[src/rtl/seg7_pkg.sv]
// Shared types and constants for the 7-segment display path: scan phases,
// the blank pattern and hex glyphs (segment order gfedcba, 1 = segment lit).
package seg7_pkg;

  typedef enum logic {
    SCAN_BLANK = 1'b0,
    SCAN_ON    = 1'b1
  } scan_state_t;

  localparam logic [7:0] SEG_OFF = 8'h00;

  localparam logic [6:0] GLYPH_0 = 7'h3F;
  localparam logic [6:0] GLYPH_1 = 7'h06;
  localparam logic [6:0] GLYPH_2 = 7'h5B;
  localparam logic [6:0] GLYPH_3 = 7'h4F;
  localparam logic [6:0] GLYPH_4 = 7'h66;
  localparam logic [6:0] GLYPH_5 = 7'h6D;
  localparam logic [6:0] GLYPH_6 = 7'h7D;
  localparam logic [6:0] GLYPH_7 = 7'h07;
  localparam logic [6:0] GLYPH_8 = 7'h7F;
  localparam logic [6:0] GLYPH_9 = 7'h6F;
  localparam logic [6:0] GLYPH_A = 7'h77;
  localparam logic [6:0] GLYPH_B = 7'h7C;
  localparam logic [6:0] GLYPH_C = 7'h39;
  localparam logic [6:0] GLYPH_D = 7'h5E;
  localparam logic [6:0] GLYPH_E = 7'h79;
  localparam logic [6:0] GLYPH_F = 7'h71;

  // Lookup used by the result formatters upstream of the scanner.
  function automatic logic [6:0] hex_glyph(input logic [3:0] nibble);
    logic [6:0] g;
    case (nibble)
      4'h0: g = GLYPH_0;
      4'h1: g = GLYPH_1;
      4'h2: g = GLYPH_2;
      4'h3: g = GLYPH_3;
      4'h4: g = GLYPH_4;
      4'h5: g = GLYPH_5;
      4'h6: g = GLYPH_6;
      4'h7: g = GLYPH_7;
      4'h8: g = GLYPH_8;
      4'h9: g = GLYPH_9;
      4'hA: g = GLYPH_A;
      4'hB: g = GLYPH_B;
      4'hC: g = GLYPH_C;
      4'hD: g = GLYPH_D;
      4'hE: g = GLYPH_E;
      default: g = GLYPH_F;
    endcase
    return g;
  endfunction

endpackage

[src/rtl/seg7_slot_timer.sv]
// Per-slot timing: optional BLANK phase followed by the ON dwell window.
// Exposes both the current and the upcoming phase/count so the top can register outputs.
module seg7_slot_timer
  import seg7_pkg::*;
#(
  parameter int DWELL_CYCLES = 30000,
  parameter int BLANK_CYCLES = 1000,
  parameter int CNT_W        = 15
) (
  input  logic             clk,
  input  logic             rst_n,
  input  logic             enable,
  output scan_state_t      phase,
  output logic [CNT_W-1:0] count,
  output scan_state_t      next_phase,
  output logic [CNT_W-1:0] next_count,
  output logic             slot_first,
  output logic             slot_done,
  output logic             last_cycle
);

  // With no blank window every slot starts directly in ON.
  localparam scan_state_t      FIRST_PHASE = (BLANK_CYCLES > 0) ? SCAN_BLANK : SCAN_ON;
  localparam logic [CNT_W-1:0] BLANK_LAST  = CNT_W'((BLANK_CYCLES > 0) ? BLANK_CYCLES - 1 : 0);
  localparam logic [CNT_W-1:0] DWELL_LAST  = CNT_W'(DWELL_CYCLES - 1);

  always_ff @(posedge clk or negedge rst_n) begin
    if (!rst_n) begin
      phase <= FIRST_PHASE;
      count <= '0;
    end else begin
      phase <= next_phase;
      count <= next_count;
    end
  end

  always_comb begin
    next_phase = phase;
    next_count = count;
    if (!enable) begin
      next_phase = FIRST_PHASE;
      next_count = '0;
    end else if (phase == SCAN_BLANK) begin
      if (count == BLANK_LAST) begin
        next_phase = SCAN_ON;
        next_count = '0;
      end else begin
        next_count = count + CNT_W'(1);
      end
    end else begin
      if (count == DWELL_LAST) begin
        next_phase = FIRST_PHASE;
        next_count = '0;
      end else begin
        next_count = count + CNT_W'(1);
      end
    end
  end

  assign slot_first = (phase == FIRST_PHASE) && (count == '0);
  assign slot_done  = (phase == SCAN_ON) && (count == DWELL_LAST);
  assign last_cycle = (next_phase == SCAN_ON) && (next_count == DWELL_LAST);

endmodule

[src/rtl/seg7_scan_driver.sv]
// Common-anode multi-digit scanner: blank gap, per-digit enable, PWM brightness,
// and a once-per-frame snapshot of the inputs so a frame never tears.
module seg7_scan_driver
  import seg7_pkg::*;
#(
  parameter int NUM_DIGITS   = 4,
  parameter int SEG_W        = 7,
  parameter int DWELL_CYCLES = 30000,
  parameter int BLANK_CYCLES = 1000,
  parameter int BRIGHT_W     = 4
) (
  input  logic                        clk,
  input  logic                        rst_n,
  input  logic                        enable,
  input  logic [NUM_DIGITS*SEG_W-1:0] seg_in,
  input  logic [NUM_DIGITS-1:0]       digit_en,
  input  logic [BRIGHT_W-1:0]         brightness,
  output logic [NUM_DIGITS-1:0]       an_n,
  output logic [SEG_W-1:0]            seg,
  output logic                        frame_tick
);

  localparam int MAX_CNT = (DWELL_CYCLES > BLANK_CYCLES) ? DWELL_CYCLES : BLANK_CYCLES;
  localparam int CNT_W   = $clog2(MAX_CNT + 1);
  localparam int IDX_W   = (NUM_DIGITS > 1) ? $clog2(NUM_DIGITS) : 1;
  localparam int PROD_W  = CNT_W + BRIGHT_W + 1;
  localparam logic [IDX_W-1:0] LAST_IDX = IDX_W'(NUM_DIGITS - 1);

  if (NUM_DIGITS < 1) begin : g_bad_num_digits
    $error("seg7_scan_driver: NUM_DIGITS must be >= 1");
  end
  if (DWELL_CYCLES < 1) begin : g_bad_dwell
    $error("seg7_scan_driver: DWELL_CYCLES must be >= 1");
  end

  scan_state_t       phase, next_phase;
  logic [CNT_W-1:0]  count, next_count;
  logic              slot_first, slot_done, last_cycle;

  logic [IDX_W-1:0]            idx, next_idx;
  logic [NUM_DIGITS*SEG_W-1:0] seg_snap, eff_seg;
  logic [NUM_DIGITS-1:0]       en_snap, eff_en;
  logic [BRIGHT_W-1:0]         bright_snap, eff_bright;
  logic                        capture;
  logic [BRIGHT_W:0]           duty_level;
  logic [PROD_W-1:0]           duty_prod, on_cycles;
  logic                        duty_on;
  logic [NUM_DIGITS-1:0]       an_n_d;
  logic [SEG_W-1:0]            seg_d;
  logic                        tick_d;

  seg7_slot_timer #(
    .DWELL_CYCLES(DWELL_CYCLES),
    .BLANK_CYCLES(BLANK_CYCLES),
    .CNT_W       (CNT_W)
  ) u_slot_timer (
    .clk       (clk),
    .rst_n     (rst_n),
    .enable    (enable),
    .phase     (phase),
    .count     (count),
    .next_phase(next_phase),
    .next_count(next_count),
    .slot_first(slot_first),
    .slot_done (slot_done),
    .last_cycle(last_cycle)
  );

  // The first cycle of digit 0's slot latches the inputs; the outputs being
  // prepared on that same edge already need the fresh values, hence the bypass.
  assign capture    = enable && slot_first && (idx == '0);
  assign eff_seg    = capture ? seg_in     : seg_snap;
  assign eff_en     = capture ? digit_en   : en_snap;
  assign eff_bright = capture ? brightness : bright_snap;

  always_comb begin
    next_idx = idx;
    if (!enable) begin
      next_idx = '0;
    end else if (slot_done) begin
      next_idx = (idx == LAST_IDX) ? '0 : idx + IDX_W'(1);
    end
  end

  assign duty_level = {1'b0, eff_bright} + (BRIGHT_W + 1)'(1);
  assign duty_prod  = PROD_W'(DWELL_CYCLES) * PROD_W'(duty_level);
  assign on_cycles  = duty_prod >> BRIGHT_W;
  assign duty_on    = enable && (next_phase == SCAN_ON) && (PROD_W'(next_count) < on_cycles);

  // Outputs are decoded for the cycle being entered, then registered.
  always_comb begin
    an_n_d = '1;
    seg_d  = SEG_OFF[SEG_W-1:0];
    for (int d = 0; d < NUM_DIGITS; d++) begin
      if (duty_on && eff_en[d] && (IDX_W'(d) == next_idx)) begin
        an_n_d[d] = 1'b0;
        seg_d     = eff_seg[d*SEG_W +: SEG_W];
      end
    end
  end

  assign tick_d = enable && last_cycle && (next_idx == LAST_IDX);

  always_ff @(posedge clk or negedge rst_n) begin
    if (!rst_n) begin
      idx         <= '0;
      seg_snap    <= '0;
      en_snap     <= '0;
      bright_snap <= '0;
      an_n        <= '1;
      seg         <= '0;
      frame_tick  <= 1'b0;
    end else begin
      idx        <= next_idx;
      an_n       <= an_n_d;
      seg        <= seg_d;
      frame_tick <= tick_d;
      if (capture) begin
        seg_snap    <= seg_in;
        en_snap     <= digit_en;
        bright_snap <= brightness;
      end
    end
  end

endmodule
[config.mk]
export PLATFORM = sky130hd
export DESIGN_NAME = seg7_scan_driver
export DESIGN_NICKNAME = d
export VERILOG_FILES = /design/src/rtl/seg7_pkg.sv /design/src/rtl/seg7_slot_timer.sv /design/src/rtl/seg7_scan_driver.sv
export SDC_FILE = /design/constraint.sdc
export NUM_CORES = 1
export LEC_CHECK = 0
export ABC_AREA = 1
export CORE_MARGIN = 2
export CORE_UTILIZATION = 45
export CTS_BUF_LIST = sky130_fd_sc_hd__clkbuf_16
export CTS_CLUSTER_DIAMETER = 40
export CTS_CLUSTER_SIZE = 28
export DETAILED_ROUTE_END_ITERATION = 16
export GPL_TIMING_DRIVEN = 0
export HOLD_SLACK_MARGIN = 0.08
export PLACE_DENSITY = 0.71
export SYNTH_ARGS = -nofsm -noshare
export SYNTH_HDL_FRONTEND = slang
export SYNTH_HIERARCHICAL = 1
export SYNTH_SLANG_ARGS = --single-unit
[constraint.sdc]
create_clock -name clk -period 7.18 [get_ports clk]
set_clock_uncertainty 0.2 [all_clocks]
set_input_delay 2.154 -clock clk [delete_from_list [all_inputs] [get_ports clk]]
set_output_delay 2.154 -clock clk [all_outputs]
set_load 0.05 [all_outputs]
Yosys cells after proc, flatten, opt, wreduce, memory -nomap -nowiden
Index checks and enable logic that the tools add are counted.
Widths: inputs -> output; s select.
- add/sub/neg operators: 3
- multiply operators: 1
- $lt $le $gt $ge: 1
- eq/ne operators: 8
- mux-type cells: 22
- bitwise logic cells: 1
- reduce and logical (&&, ||, !) cells: 20
- operators with widths (cell ; count):
    $mux 15 ; 4
    $eq 15x15->1 const B ; 2
    $mux 28 ; 1
    $mux 7 ; 4
    $logic_and 1x1->1 ; 17
    $lt 15x16->1 ; 1
    $mul 11x5->16 const A ; 1
    $add 15x1->15 const B ; 1
    $eq 15x10->1 const B ; 1
    $logic_not 15->1 ; 1
    $mux 1 ; 8
    $mux 4 ; 2
    $mux 2 ; 3
    $add 4x1->5 const B ; 1
    $eq 2x2->1 const A ; 2
    $eq 2x2->1 const B ; 2
    $logic_not 2->1 ; 2
    $add 2x1->2 const B ; 1
    $eq 1x2->1 const A ; 1
    $not 1->1 ; 1
- register bits after elaboration: 66
- input bits: 39
- output and inout bits: 12
- logic and storage cells: 65

Longest topological paths before layout
- word-level depth: 15
- mapped depth: 34
- gate-level depth less buffers: 32

By module
The synthesis kept the hierarchy.
- modules (own cells, without submodules) (module ; instances ; cells an instance ; area each (um2) ; seq. area each (um2)):
    seg7_scan_driver ; 1 ; 455 ; 3659.8 ; 1256.2
    seg7_slot_timer ; 1 ; 168 ; 1089.8 ; 400.4

Worst setup path after synthesis
No wires, ideal clock.
- path type: input to register
- from: input port enable
- to: register seg[3]
- setup time: 71 ps
- arrival: 6127 ps
- data required time: 6909 ps
- slack: 782 ps
- cell stages on the path: 29
- buffers on the path: 2
- cell sequence: nand3_2 > nand2_1 > nand2_1 > ha_1 > nand3_1 > nand2_1 > inv_1 > ha_1 > inv_1 > fa_1 > inv_1 > fa_1 > ha_1 > nand2_1 > inv_1 > nand2_1 > nand2_1 > a21oi_1 > xor2_1 > ha_1 > inv_1 > nor3_1 > a211oi_1 > nand2_1 > nand2_1 > buf_6 > buf_6 > nand4_1 > nand4_1
- cells in the longest elaborated chain, start to end: 13
- elaborated cells between the ends (all ways): 29
- classes of those cells: 1 x add/sub; 1 x mul; 1 x order compare; 3 x eq/ne; 10 x mux; 13 x reduce/logical
- ends and longest elaborated chain (what ; RTL line ; source):
    start: declaration ; seg7_scan_driver.sv:14 ; input logic enable,
    $logic_and 1x1->1 (*) (2 in a row) ; seg7_scan_driver.sv:71 ; assign capture = enable && slot_first && (idx == '0);
    $mux 4 (*) ; n/a ;
    net eff_bright[0] ; seg7_scan_driver.sv:43 ; logic [BRIGHT_W-1:0] bright_snap, eff_bright;
    $add 4x1->5 (*) ; seg7_scan_driver.sv:85 ; assign duty_level = {1'b0, eff_bright} + (BRIGHT_W + 1)'(1);
    $mul 11x5->16 (*) ; seg7_scan_driver.sv:86 ; assign duty_prod = PROD_W'(DWELL_CYCLES) * PROD_W'(duty_level);
    $lt 15x16->1 (*) ; seg7_scan_driver.sv:88 ; assign duty_on = enable && (next_phase == SCAN_ON) && (PROD_W'(next_count) < on_cycles);
    $logic_and 1x1->1 (*) ; seg7_scan_driver.sv:88 ;
    $logic_and 1x1->1 (2 in a row) ; seg7_scan_driver.sv:95 ; if (duty_on && eff_en[d] && (IDX_W'(d) == next_idx)) begin
    $mux 7 (3 in a row) ; seg7_scan_driver.sv:95 ;
    $mux 7 (*) ; seg7_scan_driver.sv:95 ;
    net seg_d[3] ; seg7_scan_driver.sv:49 ; logic [SEG_W-1:0] seg_d;
    end signal: assignment ; seg7_scan_driver.sv:116 ; seg <= seg_d;
    end: declaration ; seg7_scan_driver.sv:19 ; output logic [SEG_W-1:0] seg,
Mark *: on every way through the listed nets, which the timed path passes. The rest lies on a longest branch.

Worst setup path in the final report
- from: input port brightness[0]
- to: register seg[2]
- cells in the longest elaborated chain, start to end: 11
- elaborated cells between the ends (all ways): 17
- classes of those cells: 1 x add/sub; 1 x mul; 1 x order compare; 5 x mux; 9 x reduce/logical
- ends and longest elaborated chain (what ; RTL line ; source):
    start: declaration ; seg7_scan_driver.sv:17 ; input logic [BRIGHT_W-1:0] brightness,
    $mux 4 (*) ; n/a ;
    net eff_bright[0] ; seg7_scan_driver.sv:43 ;
    $add 4x1->5 (*) ; seg7_scan_driver.sv:85 ;
    $mul 11x5->16 (*) ; seg7_scan_driver.sv:86 ;
    $lt 15x16->1 (*) ; seg7_scan_driver.sv:88 ;
    $logic_and 1x1->1 (*) ; seg7_scan_driver.sv:88 ;
    $logic_and 1x1->1 (2 in a row) ; seg7_scan_driver.sv:95 ;
    $mux 7 (3 in a row) ; seg7_scan_driver.sv:95 ;
    $mux 7 (*) ; seg7_scan_driver.sv:95 ;
    net seg_d[2] ; seg7_scan_driver.sv:49 ;
Marked as above.

==> impl_results.rst <==
.. list-table::
   :header-rows: 1

   * - Metric
     - Value
   * - Run status
     - finished clean
   * - Sequential cell area fraction in the yosys report
     - 0.349
   * - Post-synthesis cell area
     - 4750 um2
   * - Total DRC errors in the routed layout
     - 0
   * - Final weighted congestion of routability-driven global placement
     - between 0.9 and 1
   * - Worst Hold Margin
     - roughly 280 ps
   * - Count of hold-fix buffers inserted at cts
     - 0
   * - Area added between synthesis and finish
     - 25.9%
   * - Count of distinct cell types in the synthesized netlist
     - 38
   * - Effective utilization at floorplan
     - 0.462
   * - Highest ir drop seen on vdd
     - 0.000392 V
   * - Endpoint arrival time on the critical path
     - between 7000 and 8000 ps
   * - Number of buffers inserted by port buffering
     - 50
   * - Cell total after placement
     - around 810
   * - Number of nets in the final layout
     - approximately 790
   * - Area of the die
     - ~11,000 um2
   * - Row cnt
     - 37
   * - Power per cell area
     - roughly 370 nW/um2
   * - Leakage component of the power
     - around 0.003 uW
   * - Launching element type of the critical path
     - input pin
   * - Final critical-path share of the clock period
     - 0.970
   * - Total power
     - between 2000 and 2500 uW
   * - Final Routed Wirelength
     - roughly 12,000 um
   * - DR vias/cell
     - between 5 and 6
   * - Register clock-pin slew on the reported worst setup and hold paths
     - roughly 60 ps
   * - Clock period minus worst slack
     - 6960 ps
   * - Width of the die
     - 107 um
   * - First-pass GRT wire length
     - 19,000 um
   * - Post-synth top flop
     - dfrtp_1
   * - Number of iterations in the first detailed-routing pass
     - 5
   * - Overall global routing resource usage
     - 0.210
   * - Number of instances in the synthesized netlist
     - around 620
   * - Insertion delay to the later sink of the worst-skew pair
     - 330 ps
   * - Fraction of the core area covered by cells at the end of the flow
     - 0.582
   * - Number of sinks handled by clock tree synthesis
     - 66
   * - Global route total overflow
     - 0
   * - Die outline height
     - between 100 and 150 um
   * - Number of antenna violations at the first check in global routing
     - 0
   * - Final setup violation count
     - 0
   * - Clock root buffer
     - clkbuf_16
   * - Number of nets with antenna violations after routing
     - 0
   * - Pin slew with the least headroom to its limit
     - 1000 ps
   * - Crit path kind
     - in -> reg
   * - Clock tree from TritonCTS
     - built
   * - Number of maximum-capacitance violations
     - 0
   * - Via count of the first global-routing pass
     - 4,194
   * - Yosys reg bits
     - 66
   * - Post-synthesis async set-or-reset flop share
     - 1.00
   * - Maximum fanout along the worst path
     - 10
   * - Number of enable flip-flop cells after synthesis
     - 0
   * - Number of H-tree levels
     - 3
   * - YS warnings
     - 6
   * - Number of clock buffers inserted by TritonCTS
     - 9
   * - Worst hold path type
     - reg -> reg
   * - Number of diodes added for antenna fixing
     - 0
   * - Achievable Freq
     - around 140 MHz
   * - Via count
     - about 4.3k
   * - HPWL Detailed
     - roughly 9000 um
   * - Commonest non-fill, non-tap cell in the layout
     - nand2_1
   * - Number of nets in the synthesized netlist
     - between 700 and 800
   * - Most frequent cells in the layout
     - nand2_1 (195), inv_1 (73), dfrtp_1 (62)
   * - Syn Area/Cell
     - 7.62 um2
   * - Routed WL per cell
     - approximately 14 um
   * - Worst max-slew margin expressed relative to the limit
     - 0.327
   * - Number of max-slew violations in the final report
     - 0
   * - Number of non-filler instances in the completed layout
     - between 800 and 900
   * - Number of ports placed on the die boundary
     - 51
   * - Req. time, crit path
     - ~7200 ps
   * - Number of hold-slack violations in the final timing report
     - 0
   * - Floorplan Core Area
     - roughly 10,000 um2
   * - Violation count after the first detailed-route iteration
     - 200
   * - Crit. End Element
     - register
   * - Largest net degree at the start of global routing
     - 67
   * - Layout cell share with drive strength beyond 1
     - 0.142
   * - Maximum clock path buffer count
     - 2
   * - Number of inserted filler cells in the final layout
     - between 900 and 1k
## routing by layer
metal  vias to the layer above  routed length (um)  GRT usage
met3                        18                 458     0.0419
met1                      2017                5470      0.277
met4                         0                 195     0.0714
met5                         -                   0          0
li1                       2168                   -          -
met2                        92                5740      0.345
## cell usage after synthesis, drive strengths merged (4+ instances only)
master | instances | area share
ha | 52 | 0.14
nand2 | 210 | 0.17
dfstp | 4 | 0.022
clkbuf | 6 | 0.0047
nand3 | 31 | 0.043
nand4 | 41 | 0.054
dfrtp | 62 | 0.33
xnor2 | 6 | 0.011
buf | 7 | 0.015
fa | 4 | 0.017
nor3 | 7 | 0.0074
o21ai | 11 | 0.012
inv | 80 | 0.063
a21oi | 21 | 0.022
xor2 | 10 | 0.018
or2 | 5 | 0.0066
nor2 | 55 | 0.051
## power breakdown
part           total [uW]  internal, uW  switching (uW)
clock                 478           307             171
combinational        1320           568             750
sequential            431           418            13.7
total                2230          1290             935
## cells by family after synthesis
group / share of synthesized area
and+or+nand+nor: 0.340
buffers and inverters: 0.0846
DFF: 0.349
adders and majority gates: 0.154
AOI/OAI and AO/OA: 0.0437
xor gates and xnor gates: 0.0295
## final timing paths
| check | to | startpoint | cells after the start | slack (ps) |
|---|---|---|---|---|
| max | seg[2]$_DFF_PN0_ | brightness[0] | 27 | 220 |
| min | seg_snap[5]$_DFF_PN0_ | seg_snap[5]$_DFF_PN0_ | 2 | 280 |
| max reg2reg | seg[2]$_DFF_PN0_ | u_slot_timer/count[6]$_DFF_PN0_ | 29 | 890 |
| min reg2reg | seg_snap[5]$_DFF_PN0_ | seg_snap[5]$_DFF_PN0_ | 2 | 280 |
| max in group asynchronous | bright_snap[2]$_DFF_PN0_ | rst_n | 1 | 4500 |
| min in group asynchronous | u_slot_timer/count[4]$_DFF_PN0_ | rst_n | 1 | 1720 |
## registers in the layout, indices dropped and copies added (netlist names)
register,count
idx,2
frame_tick,1
an_n,4
u_slot_timer/phase,1
bright_snap,4
seg_snap,28
seg,7
u_slot_timer/count,15
en_snap,4
## area by class of cell
| cell class | count | area [um2] | area share |
|---|---|---|---|
| Inverter | 82 | 309 | 0.0517 |
| Buffer | 13 | 101 | 0.0169 |
| Multi-Input combinational cell | 462 | 2820 | 0.472 |
| Sequential cell | 66 | 1660 | 0.277 |
| Clock buffer | 9 | 225 | 0.0377 |
| Timing Repair Buffer | 64 | 598 | 0.100 |
| Tap cell | 136 | 170 | 0.0285 |
| Clock inverter | 7 | 100 | 0.0167 |
## worst max-delay path, cell delays in order
cell and delay [ps]:
clkdlybuf4s50_1 500, nand4_1 180, nand2_4 210, buf_4 170, ha_1 140, nand2_1 80, nor2_4 140, ha_2 190
inv_2 50, fa_1 380, inv_1 80, fa_1 460, ha_4 310, nand2_1 70, nor3_2 220, a21oi_2 100
buf_4 150, o21bai_4 100, xnor2_1 140, ha_1 280, a21oi_2 160, nor2_2 60, nor2_2 120, buf_6 150
buf_8 130, nand4_1 120, nand4_1 140
## what timing repair did
action	CTS	global route
pin swaps	0	15
endpoints found under the setup margin	11	11
gates resized for setup	4	29
setup buffers	0	14
## per-stage QoR
step                setup TNS, ps  instance area, um2  setup WS, ps
global placement            -5560                5420          -559
floorplan                       0                4750           782
CTS                             0                5750          31.6
detailed placement          -7020                5420          -688
global route                 -111                5980         -33.3
finish                          0                5980           218
Power figures use the tool's default switching activity.
